<file path="src/rtl/interrupt_injector.sv">
// ---------------------------------------------------------------------------
// interrupt_injector
//
// Consumer end of the interrupt_instruction bus from the input controller.
// Every new nonzero word is queued in a small FIFO. Queued words are offered
// one at a time to the CPU fetch stage in place of the imem word, and the PC
// is held while a word occupies the fetch slot. After each accepted injection
// a gap of GAP cycles lets the previous handler's writeback drain before the
// next word is offered.
//
// Parameters
//   DEPTH  FIFO entries, power of two, 2..16
//   GAP    idle cycles after an accepted injection, 0..15
//
// Ports
//   clock                  processor clock, rising edge
//   reset                  synchronous, active-high
//   interrupt_instruction  request word; 0 means no request
//   inject_ready           fetch stage takes the offered word this cycle
//   inject_valid           inject_instruction holds an offered word
//   inject_instruction     offered word, 0 when inject_valid is low
//   fetch_hold             PC hold, identical to inject_valid
//   pending_count          FIFO occupancy, 0..DEPTH
//   overflow               sticky: a request was dropped on a full FIFO
// ---------------------------------------------------------------------------
module interrupt_injector #(
    parameter int DEPTH = 4,
    parameter int GAP   = 5
) (
    input  logic        clock,
    input  logic        reset,
    input  logic [31:0] interrupt_instruction,
    input  logic        inject_ready,
    output logic        inject_valid,
    output logic [31:0] inject_instruction,
    output logic        fetch_hold,
    output logic [4:0]  pending_count,
    output logic        overflow
);

    localparam int PTR_W = (DEPTH > 1) ? $clog2(DEPTH) : 1;

    typedef enum logic [1:0] {
        ST_IDLE  = 2'd0,
        ST_ISSUE = 2'd1,
        ST_GAP   = 2'd2
    } state_t;

    state_t             state, state_nxt;
    logic [3:0]         gap_cnt, gap_cnt_nxt;
    logic [31:0]        prev_word;
    logic [31:0]        mem [DEPTH];
    logic [PTR_W-1:0]   wr_ptr, rd_ptr;
    logic [4:0]         count;

    logic new_req;
    logic full;
    logic empty;
    logic deq;
    logic enq;
    logic drop;

    // A word counts as a request only on the cycle it first appears, so a
    // word held on the bus for many cycles is queued once.
    assign new_req = (interrupt_instruction != 32'd0) &&
                     (interrupt_instruction != prev_word);

    assign full  = (count == 5'(DEPTH));
    assign empty = (count == 5'd0);
    assign deq   = (state == ST_ISSUE) && inject_ready;
    // A pop in the same cycle frees the slot, so a full FIFO still accepts.
    assign enq   = new_req && (!full || deq);
    assign drop  = new_req && full && !deq;

    // ---------------------------------------------------------------------
    // Request edge detector, occupancy and overflow flag
    // ---------------------------------------------------------------------
    always_ff @(posedge clock) begin
        if (reset) begin
            prev_word <= 32'd0;
            wr_ptr    <= '0;
            rd_ptr    <= '0;
            count     <= 5'd0;
            overflow  <= 1'b0;
        end else begin
            prev_word <= interrupt_instruction;
            if (enq) wr_ptr <= wr_ptr + PTR_W'(1);
            if (deq) rd_ptr <= rd_ptr + PTR_W'(1);
            case ({enq, deq})
                2'b10:   count <= count + 5'd1;
                2'b01:   count <= count - 5'd1;
                default: count <= count;
            endcase
            if (drop) overflow <= 1'b1;
        end
    end

    // Storage needs no reset; occupancy alone decides what is valid.
    always_ff @(posedge clock) begin
        if (enq) mem[wr_ptr] <= interrupt_instruction;
    end

    // ---------------------------------------------------------------------
    // Issue sequencer: IDLE -> ISSUE -> GAP -> IDLE
    // ---------------------------------------------------------------------
    always_ff @(posedge clock) begin
        if (reset) begin
            state   <= ST_IDLE;
            gap_cnt <= 4'd0;
        end else begin
            state   <= state_nxt;
            gap_cnt <= gap_cnt_nxt;
        end
    end

    always_comb begin
        state_nxt   = state;
        gap_cnt_nxt = gap_cnt;
        case (state)
            ST_IDLE: begin
                if (!empty) state_nxt = ST_ISSUE;
            end
            ST_ISSUE: begin
                if (inject_ready) begin
                    if (GAP == 0) begin
                        state_nxt = ST_IDLE;
                    end else begin
                        state_nxt   = ST_GAP;
                        gap_cnt_nxt = 4'(GAP);
                    end
                end
            end
            ST_GAP: begin
                // Leaving on the cycle the counter shows 1 gives exactly GAP
                // cycles in this state.
                if (gap_cnt <= 4'd1) begin
                    state_nxt   = ST_IDLE;
                    gap_cnt_nxt = 4'd0;
                end else begin
                    gap_cnt_nxt = gap_cnt - 4'd1;
                end
            end
            default: begin
                state_nxt   = ST_IDLE;
                gap_cnt_nxt = 4'd0;
            end
        endcase
    end

    // ---------------------------------------------------------------------
    // Outputs
    // ---------------------------------------------------------------------
    assign inject_valid       = (state == ST_ISSUE);
    assign fetch_hold         = inject_valid;
    assign inject_instruction = inject_valid ? mem[rd_ptr] : 32'd0;
    assign pending_count      = count;

endmodule

</file>
<file path="config.mk">
export PLATFORM = sky130hd
export DESIGN_NAME = interrupt_injector
export DESIGN_NICKNAME = d
export VERILOG_FILES = /design/src/rtl/interrupt_injector.sv
export SDC_FILE = /design/constraint.sdc
export NUM_CORES = 1
export LEC_CHECK = 0
export ABC_AREA = 0
export CAP_MARGIN = 20
export CORE_MARGIN = 4
export CORE_UTILIZATION = 45
export DETAILED_ROUTE_END_ITERATION = 7
export GPL_TIMING_DRIVEN = 0
export PLACE_DENSITY = 0.66
export SETUP_SLACK_MARGIN = 0.5
export SLEW_MARGIN = 20
export SYNTH_ARGS = -nofsm -noshare
export SYNTH_HDL_FRONTEND = slang
export SYNTH_SLANG_ARGS = --single-unit
export TNS_END_PERCENT = 20
</file>
<file path="constraint.sdc">
create_clock -name clock -period 7.95 [get_ports clock]
set_input_delay 1.9875 -clock clock [delete_from_list [all_inputs] [get_ports clock]]
set_output_delay 1.9875 -clock clock [all_outputs]
set_load 0.03 [all_outputs]
</file>
== After elaboration in Yosys (flattened, before gate mapping) ==
Memory sizes are Yosys's and may differ from the RTL's. A register that Yosys moved wholly into a read port is not among the register bits.
Index checks and enable logic that the tools add are counted.

* Register bits: 48
* RAM bits: 128
* Output and inout bits: 40
* Logic and storage cells: 51
* Memories kept: 1

{| class="wikitable"
|+ Memories
! memory !! words !! bits a word !! read ports !! clocked after Yosys merged registers in !! wr ports !! RTL line !! RTL
|-
| mem || 4 || 32 || 1 || 1 || 1 || 52 || <nowiki>logic [31:0] mem [DEPTH];</nowiki>
|}

* Add/sub/neg operators: 5
* Order comparisons: 1
* Eq/ne operators: 9
* Muxes and demuxes: 13
* Bitwise gates (word level): 1
* Reduce and logical (&&, ||, !) cells: 14

{| class="wikitable"
|+ Operators with widths
! kind !! number
|-
| 2-to-1 mux 32 bit || 1
|-
| inequality test 32 bit || 1
|-
| nonzero test 32 bit || 1
|-
| one-hot mux 4 bit (3 select lines) || 1
|-
| 2-to-1 mux 2 bit || 5
|-
| one-hot mux 5 bit (2 select lines) || 1
|-
| 2-to-1 mux 4 bit || 2
|-
| inequality test 2 bit (second input constant) || 3
|-
| one-hot mux 2 bit (3 select lines) || 1
|-
| adder 5 x 1 -> 5 bit (second input constant) || 1
|-
| == test 5 x 3 -> 1 bit (second input constant) || 1
|-
| logical AND 1 bit || 5
|-
| logical NOT 5 bit || 1
|-
| subtractor 5 x 1 -> 5 bit (second input constant) || 1
|-
| adder 2 x 1 -> 2 bit (second input constant) || 2
|-
| == test 2 x 1 -> 1 bit (second input constant) || 2
|-
| == test 2 bit (second input constant) || 2
|-
| <= comparator 4 x 1 -> 1 bit (second input constant) || 1
|-
| subtractor 4 x 1 -> 4 bit (second input constant) || 1
|-
| AND reduction 3 bit || 1
|-
| logical NOT 1 bit || 2
|-
| logical NOT 2 bit || 1
|-
| 2-to-1 mux 1 bit || 2
|-
| AND reduction 2 bit || 1
|-
| other kinds (3) || 3
|}

== Depth between registers and ports, before layout ==
Gate-level depths: netlist of the first run.

* Depth in word-level cells: 6
* Depth in mapped cells: 11
* Gate-level depth less buffers: 11

== Worst setup path before layout of the first run ==
No wires, ideal clock.

* Path type: input to register
* From: input interrupt_instruction[16]
* To: register count[4] (netlist: pending_count[4])
* Arrival time: 4.035 ns
* Required time: 7.822 ns
* Setup slack: 3.786 ns
* Cell stages on the path: 11
* Buffers on the path: 0
* Path through: xnor2_1 > nand4_1 > nor4_4 > a21boi_1 > nor2_1 > ha_1 > a21o_1 > a21oi_1 > nand2b_1 > a21oi_1 > nand4b_1

* Cells in the longest elaborated chain, start to end: 5

{| class="wikitable"
|+ RTL lines
! what !! RTL line !! RTL
|-
| from (decl) || 32 || <nowiki>input logic [31:0] interrupt_instruction,</nowiki>
|-
| inequality test 32 bit / nonzero test 32 bit (equally long branches) || 66, 65 ||
|-
| logical AND 1 bit (*) || 65 || <nowiki>assign new_req = (interrupt_instruction != 32'd0) &&</nowiki>
|-
| logical AND 1 bit (*) || 72 || <nowiki>assign enq = new_req && (!full || deq);</nowiki>
|-
| == test 2 x 1 -> 1 bit / == test 2 bit (equally long branches) || 89 || <nowiki>case ({enq, deq})</nowiki>
|-
| one-hot mux 5 bit (2 select lines) / nonzero test 2 bit (equally long branches) || - ||
|-
| to (signal assigned) || 90 || <nowiki>2'b10: count <= count + 5'd1;</nowiki>
|-
| to (signal assigned) || 91 || <nowiki>2'b01: count <= count - 5'd1;</nowiki>
|-
| to (signal assigned) || 92 || <nowiki>default: count <= count;</nowiki>
|-
| to (decl) || 54 || <nowiki>logic [4:0] count;</nowiki>
|}

Mark *: on every way between the ends. The rest lies on a longest branch, timed or not.
A chain may end at the register's enable or synchronous reset.

== Worst setup path after layout of the first run ==
* From: input interrupt_instruction[3]
* To: register count[4] (netlist: pending_count[4])

The elaborated chain is that of the path after synthesis.

==> results.sh, run 1 <==
export IMPL_power_density_nw_per_um2=332
export IMPL_finalSetupTns_ns=0
export IMPL_ff2ff_setup_slack_ns=5.01
export IMPL_cp_startpoint="interrupt_instruction[3]"
export IMPL_nNetsFinal=597
export IMPL_crit_top_cell="a21oi_1"
export IMPL_place_congestion=0.768
export IMPL_synth_edf_count=128
export IMPL_path_buf_inv=1
export IMPL_post_route_period_util_pct=61.6
export IMPL_die_x_um=135
export IMPL_rows=46
export IMPL_vias=3960
export IMPL_crit_required_ns=8.25
export IMPL_synth_top_family_by_area="simple AND/OR/NAND/NOR gates"
export IMPL_grt_pass1_vias=4226
export IMPL_die_height_um=135
export IMPL_io_pins=75
export IMPL_reg2reg_to="pending_count[4]"
export IMPL_worstSetupPathType="in -> reg"
export IMPL_hold_viol_final=0
export IMPL_coreArea_um2=15800
export IMPL_end_kind="register"
export IMPL_placed_cell_area_um2=8360
export IMPL_clkSinkCount=178
export IMPL_cts_setup_buffers=0
export IMPL_cts_buffers=17
export IMPL_slew_viol_final=0
export IMPL_p_leak_nw=3.02
export IMPL_synth_warnings=0
export IMPL_synth_main_ff_cell="edfxtp_1"
export IMPL_synth_area_um2=7230
export IMPL_final_cell_area_um2=8910
export IMPL_comb_power_share_pct=29.7
export IMPL_max_freq_ghz=0.204
export IMPL_slew_headroom_pct=54.4
export IMPL_syn_inst=451
export IMPL_first_iter_violations=256
export IMPL_cts_tree="yes"
export IMPL_p_seq_share_pct=44.2
export IMPL_min_path_type="reg -> reg"
export IMPL_initial_core_util_pct=45.7
export IMPL_cts_max_level=4
export IMPL_portBuffers=74
export IMPL_status="finished clean"
export IMPL_max_cap_violations=0
export IMPL_synth_area_per_cell_um2=16.0
export IMPL_fin_skew_ns=0.00700
export IMPL_setup_ws_ns=3.05
export IMPL_setup_viol=0
export IMPL_ir_drop_mv=0.194
export IMPL_grt_pass1_wl_um=22700
export IMPL_firstDrtPassIters=4
export IMPL_yosysSeqAreaShare_pct=67.0
export IMPL_ant_nets=0
export IMPL_reg2reg_depth=11
export IMPL_place_ws_ns=2.64
export IMPL_drive_above_1_share_pct=14.6
export IMPL_final_common_cell="edfxtp_1"
export IMPL_r2r_start="prev_word[24]"
export IMPL_clk_pin_slew_ns=0.06
export IMPL_cts_resized=0
export IMPL_path_delay_family="simple AND/OR/NAND/NOR gates"
export IMPL_synth_top_area_share_pct=53.1
export IMPL_synth_area_mux_share_pct=10.8
export IMPL_critPathLaunchType="primary input"
export IMPL_dieArea_um2=18200
export IMPL_critPathSlowestCell="clkdlybuf4s50_1"
export IMPL_crit_fanout=7
export IMPL_synth_xor_area_share_pct=4.60
export IMPL_worst_skew_pair_late_latency_ns=0.42
export IMPL_synth_area_leaders="edfxtp_1 (53%), dfxtp_1 (14%), mux4_2 (10%), xnor2_1 (4.2%), and2_1 (3.2%)"
export IMPL_path_cells="clkdlybuf4s50_1 -> nor4_1 -> nand4_1 -> or2_1 -> a21boi_1 -> nor2_1 -> ha_1 -> a21o_1 -> a21oi_1 -> nand2b_1 -> a21oi_1 -> nand4b_1"
export IMPL_switching_share_pct=29.3
export IMPL_yosysTopAreaCell="edfxtp_1"
export IMPL_antenna_cells=0
export IMPL_rsz0062_at_grt="no"
export IMPL_viasPerCell=5.10
export IMPL_grt_start_max_net_pins=20
export IMPL_worstMarginPinSlew_ns=0.683
export IMPL_clkPwrFrac_pct=26.1
export IMPL_cts_max_path_buffers=2
export IMPL_synth_cell_types=44
export IMPL_cts_hold_buffers_added=0
export IMPL_root_buffer="clkbuf_16"
export IMPL_cp_num_cells=12
export IMPL_antenna_found_initial=0
export IMPL_most_common_layout_cells="edfxtp_1 (128), clkdlybuf4s50_1 (74), dfxtp_1 (50)"
export IMPL_drc_errors=0
export IMPL_synth_nets=500
export IMPL_ys_ff_latch=178
export IMPL_area_growth_pct=23.2
export IMPL_synthSimpleGateAreaFrac_pct=11.0
export IMPL_min_period_ns=4.90
export IMPL_hpwlAfterDp_um=9860
export IMPL_synth_compound_area_share_pct=2.66
export IMPL_grt_overflow_total=0
export IMPL_cp_endpoint="pending_count[4]"
export IMPL_wl_per_cell_um=18.3
export IMPL_grt_usage_pct=16.6
export IMPL_power_net_switching_mw=0.867
export IMPL_critical_path_arrival_ns=5.20
export IMPL_cpPeakStageDelay_ns=0.54
export IMPL_async_reset_ff_share_pct=0
export IMPL_wirelength_um=14200
export IMPL_synthAdderAreaFrac_pct=2.53
export IMPL_p_int_mw=2.10
==> state kept, by name, summed over array words and instances, names as in the netlist, named ones only <==
name	count
gap_cnt	4
mem	128
overflow	1
pending_count	5
prev_word	32
rd_ptr	2
state	2
wr_ptr	2
==> cells in the mapped netlist (4+ instances only) <==
master and instances:
a21oi_1 9, and2_1 37, buf_1 4, buf_2 5, clkbuf_1 8, dfxtp_1 50, edfxtp_1 128, ha_1 13
inv_1 8, mux4_2 32, nand2_1 8, nand4_1 11, nor2_1 14, nor2b_1 35, nor4_1 9, xnor2_1 35
==> how the worst min path moves through the flow <==
stage               start    endpoint  cells past startpoint
2_1_floorplan  gap_cnt[2]  gap_cnt[2]                      2
3_3_place_gp     overflow    overflow                      1
3_5_place_dp     overflow    overflow                      1
4_1_cts          overflow    overflow                      1
5_1_grt          overflow    overflow                      1
6_report         overflow    overflow                      1
==> power by group through the flow <==
| stage | Clock, mW | Sequential, mW | Combinational, mW |
|---|---|---|---|
| floorplan | 0 | 1.33 | 0.533 |
| global placement | 0 | 1.33 | 0.827 |
| detailed placement | 0 | 1.33 | 0.900 |
| CTS | 0.787 | 1.31 | 0.902 |
| global route | 0.828 | 1.33 | 0.951 |
| finish | 0.772 | 1.31 | 0.880 |
==> kinds of logic (layout without fill, tap and decap cells) <==
| group | after synthesis | count (layout) |
|---|---|---|
| adder cells (fa/ha/maj) | 14 | 14 |
| buffers and inverters | 26 | 136 |
| multiplexers | 36 | 36 |
| flip-flops | 178 | 178 |
| AO/OA/AOI/OAI | 28 | 28 |
| XOR/XNOR | 38 | 38 |
| AND/OR/NAND/NOR | 131 | 131 |
==> metal layers <==
layer  vias up  GRT usage, %  share of wire, %
li1       1881             -                 -
met1      1982          22.0                45
met4         0          6.05               1.2
met3        19          3.87               4.6
met5         -             0                 0
met2        78          27.2                49
==> stage by stage <==
stage                     util (%)  hold WS [ns]  std cells  power, mW
after global placement        52.1         0.461        741       2.16
after detailed placement      52.8         0.461        745       2.23
after CTS                     56.3         0.474        777       3.00
final                         56.3         0.469        777       2.96
after global routing          56.3         0.504        777       3.11
after floorplan                  -         0.476        451       1.86
==> cell type report <==
type	count	area [µm²]
Fill cell	1244	6920
Sequential cell	178	4840
Multi-Input combinational cell	247	2290
Timing Repair Buffer	78	851
Clock buffer	28	532
Tap cell	216	270
Buffer	18	77.6
Inverter	8	30.0
Clock inverter	4	21.3
Power figures use the tool's default switching activity.
==> inputs of run 2 (changes only) <==
==> constraint.sdc (replaced) <==
create_clock -name clock -period 5 [get_ports clock]
set_input_delay 1.25 -clock clock [delete_from_list [all_inputs] [get_ports clock]]
set_output_delay 1.25 -clock clock [all_outputs]
set_load 0.03 [all_outputs]
==> results of run 2 <==
The final DEF is identical to that of run 1. Status: finished clean.
Main changes from that run: setup slack after placement 2.64 ns -> 0.423 ns; setup slack after layout 3.05 ns -> 0.838 ns; register-to-register setup slack 5.01 ns -> 2.06 ns; total power 2.96 mW -> 4.71 mW; worst IR drop on VDD 0.194 mV -> 0.309 mV
==> inputs of run 3 (changes only) <==
==> constraint.sdc (replaced) <==
create_clock -name clock -period 3.9 [get_ports clock]
set_input_delay 0.975 -clock clock [delete_from_list [all_inputs] [get_ports clock]]
set_output_delay 0.975 -clock clock [all_outputs]
set_load 0.03 [all_outputs]
==> run 3 against run 2 <==
Against the previous run: register-to-register slack lost 0.96 ns; non-clock buffer count up 2; global-route usage up 0.12 points; highest routed layer is now met5.
==> results.sh, run 3 (synthesized netlist as in run 1, its figures left out) <==
export IMPL_drc_errors=0
export IMPL_portBuffers=74
export IMPL_grt_pass1_wl_um=22900
export IMPL_final_common_cell="edfxtp_1"
export IMPL_hpwlAfterDp_um=9860
export IMPL_finalSetupTns_ns=0
export IMPL_ant_nets=0
export IMPL_hold_viol_final=0
export IMPL_grt_overflow_total=0
export IMPL_wirelength_um=14400
export IMPL_worstSetupPathType="reg -> out"
export IMPL_min_from="overflow"
export IMPL_grt_pass1_vias=4240
export IMPL_critPathLaunchType="register"
export IMPL_crit_fanout=10
export IMPL_slew_viol_final=0
export IMPL_rows=46
export IMPL_whs_ns=0.468
export IMPL_first_iter_violations=276
export IMPL_wl_per_cell_um=18.5
export IMPL_area_growth_pct=25.5
export IMPL_power_net_switching_mw=1.78
export IMPL_root_buffer="clkbuf_16"
export IMPL_comb_power_share_pct=29.9
export IMPL_clkPwrFrac_pct=26.0
export IMPL_grt_usage_pct=16.8
export IMPL_max_cap_violations=0
export IMPL_vias=3979
export IMPL_globalRouteMet2Util_pct=27.7
export IMPL_post_route_period_util_pct=88.2
export IMPL_p_leak_nw=3.37
export IMPL_coreArea_um2=15800
export IMPL_switching_share_pct=29.4
export IMPL_p_seq_share_pct=44.1
export IMPL_firstDrtPassIters=5
export IMPL_setup_viol=0
export IMPL_use_met1_pct=21.9
export IMPL_antenna_found_initial=2
export IMPL_cts_max_path_buffers=2
export IMPL_dieArea_um2=18200
export IMPL_fin_skew_ns=0.00677
export IMPL_grt_start_max_net_pins=20
export IMPL_cts_tree="yes"
export IMPL_placed_cell_area_um2=8360
export IMPL_drive_above_1_share_pct=17.8
export IMPL_slew_headroom_pct=59.7
export IMPL_min_period_ns=3.44
export IMPL_ir_drop_mv=0.395
export IMPL_die_height_um=135
export IMPL_power_mw=6.05
export IMPL_cts_hold_buffers_added=0
export IMPL_utilization_pct=57.3
export IMPL_use_met3_pct=3.95
export IMPL_largest_reg_flops=128
export IMPL_end_kind="output pin"
export IMPL_initial_core_util_pct=45.7
export IMPL_cts_buffers=17
export IMPL_p_int_mw=4.27
export IMPL_r2r_start="state[1]"
export IMPL_critical_path_arrival_ns=2.47
export IMPL_min_path_type="reg -> reg"
export IMPL_worst_skew_pair_late_latency_ns=0.42
export IMPL_crit_required_ns=2.92
export IMPL_viasPerCell=5.10
export IMPL_die_x_um=135
export IMPL_power_density_nw_per_um2=667
export IMPL_max_freq_ghz=0.291
export IMPL_final_cell_area_um2=9070
export IMPL_worstMarginPinSlew_ns=0.605
export IMPL_grt_busiest_layer="met2"
export IMPL_rsz0062_at_grt="yes"
export IMPL_place_congestion=0.768
export IMPL_nNetsFinal=599
export IMPL_cts_max_level=4
export IMPL_top_register="mem"
export IMPL_io_pins=75
export IMPL_clkSinkCount=178
export IMPL_clk_pin_slew_ns=0.06
export IMPL_status="finished clean"
export IMPL_most_common_layout_cells="edfxtp_1 (128), dfxtp_1 (50), clkdlybuf4s50_1 (36)"
==> run 3: cell types whose count changed in the layout (fill, tap and decap cells not counted), moves of 4 or more <==
cell             before  now
clkbuf_2              3    7
clkbuf_1             11    7
nor4_1                9    4
clkdlybuf4s50_1      74   36
dlymetal6s2s_1        0   28
dlygate4sd2_1         0   10
nor4_2                0    4
==> run 3: power groups by stage <==
stage | clock, mW | sequential, mW | combinational, mW
finish | 1.57 | 2.67 | 1.81
global route | 1.69 | 2.71 | 1.95
CTS | 1.60 | 2.68 | 1.85
detailed placement | 0 | 2.72 | 1.83
global placement | 0 | 2.71 | 1.69
floorplan | 0 | 2.71 | 1.09
==> run 3: cell type report <==
cell class                 instances  area (µm²)
antenna                            1        2.50
buffer                            18         108
clock buffer                      28         532
clock inverter                     4        21.3
fill                            1216        6750
inverter                           8        30.0
multi-input combinational        247        2340
sequential                       178        4840
tap                              216         270
timing repair buffer              80         923
==> run 3: critical path, cell delays in order (launching register included) <==
cell             delay, ns
dfxtp_1               0.31
clkbuf_2              0.23
buf_6                 0.23
mux4_2                0.52
and2_1                0.17
clkdlybuf4s50_1       0.59
==> run 3: routing by layer <==
layer | share of wire [%] | vias up | wire (µm)
met5 | 0.090 | - | 13
met1 | 43 | 2000 | 6260
met4 | 0.69 | 2 | 100
met3 | 5.0 | 11 | 728
met2 | 51 | 78 | 7340
li1 | - | 1888 | -
==> run 3: path summary, 6_finish.rpt <==
check,endpoint,slack [ns],cells past startpoint
worst min-delay path,overflow,0.47,1
worst max register to register,mem[0][16],1.10,9
worst min register to register,overflow,0.47,1
worst max-delay path,inject_instruction[5],0.46,5
==> run 3: through the flow <==
stage	cells	setup WS (ns)
final	780	0.460
after global routing	780	0.329
after CTS	779	0.404
after detailed placement	745	-0.402
after global placement	741	-0.449
after floorplan	451	0.749
==> run 3: what timing repair did <==
action                                  4_1_cts  5_1_grt
resized for setup                            30       32
setup buffers                                 2        0
endpoints found under the setup margin       34       28
pin swaps                                     3        0
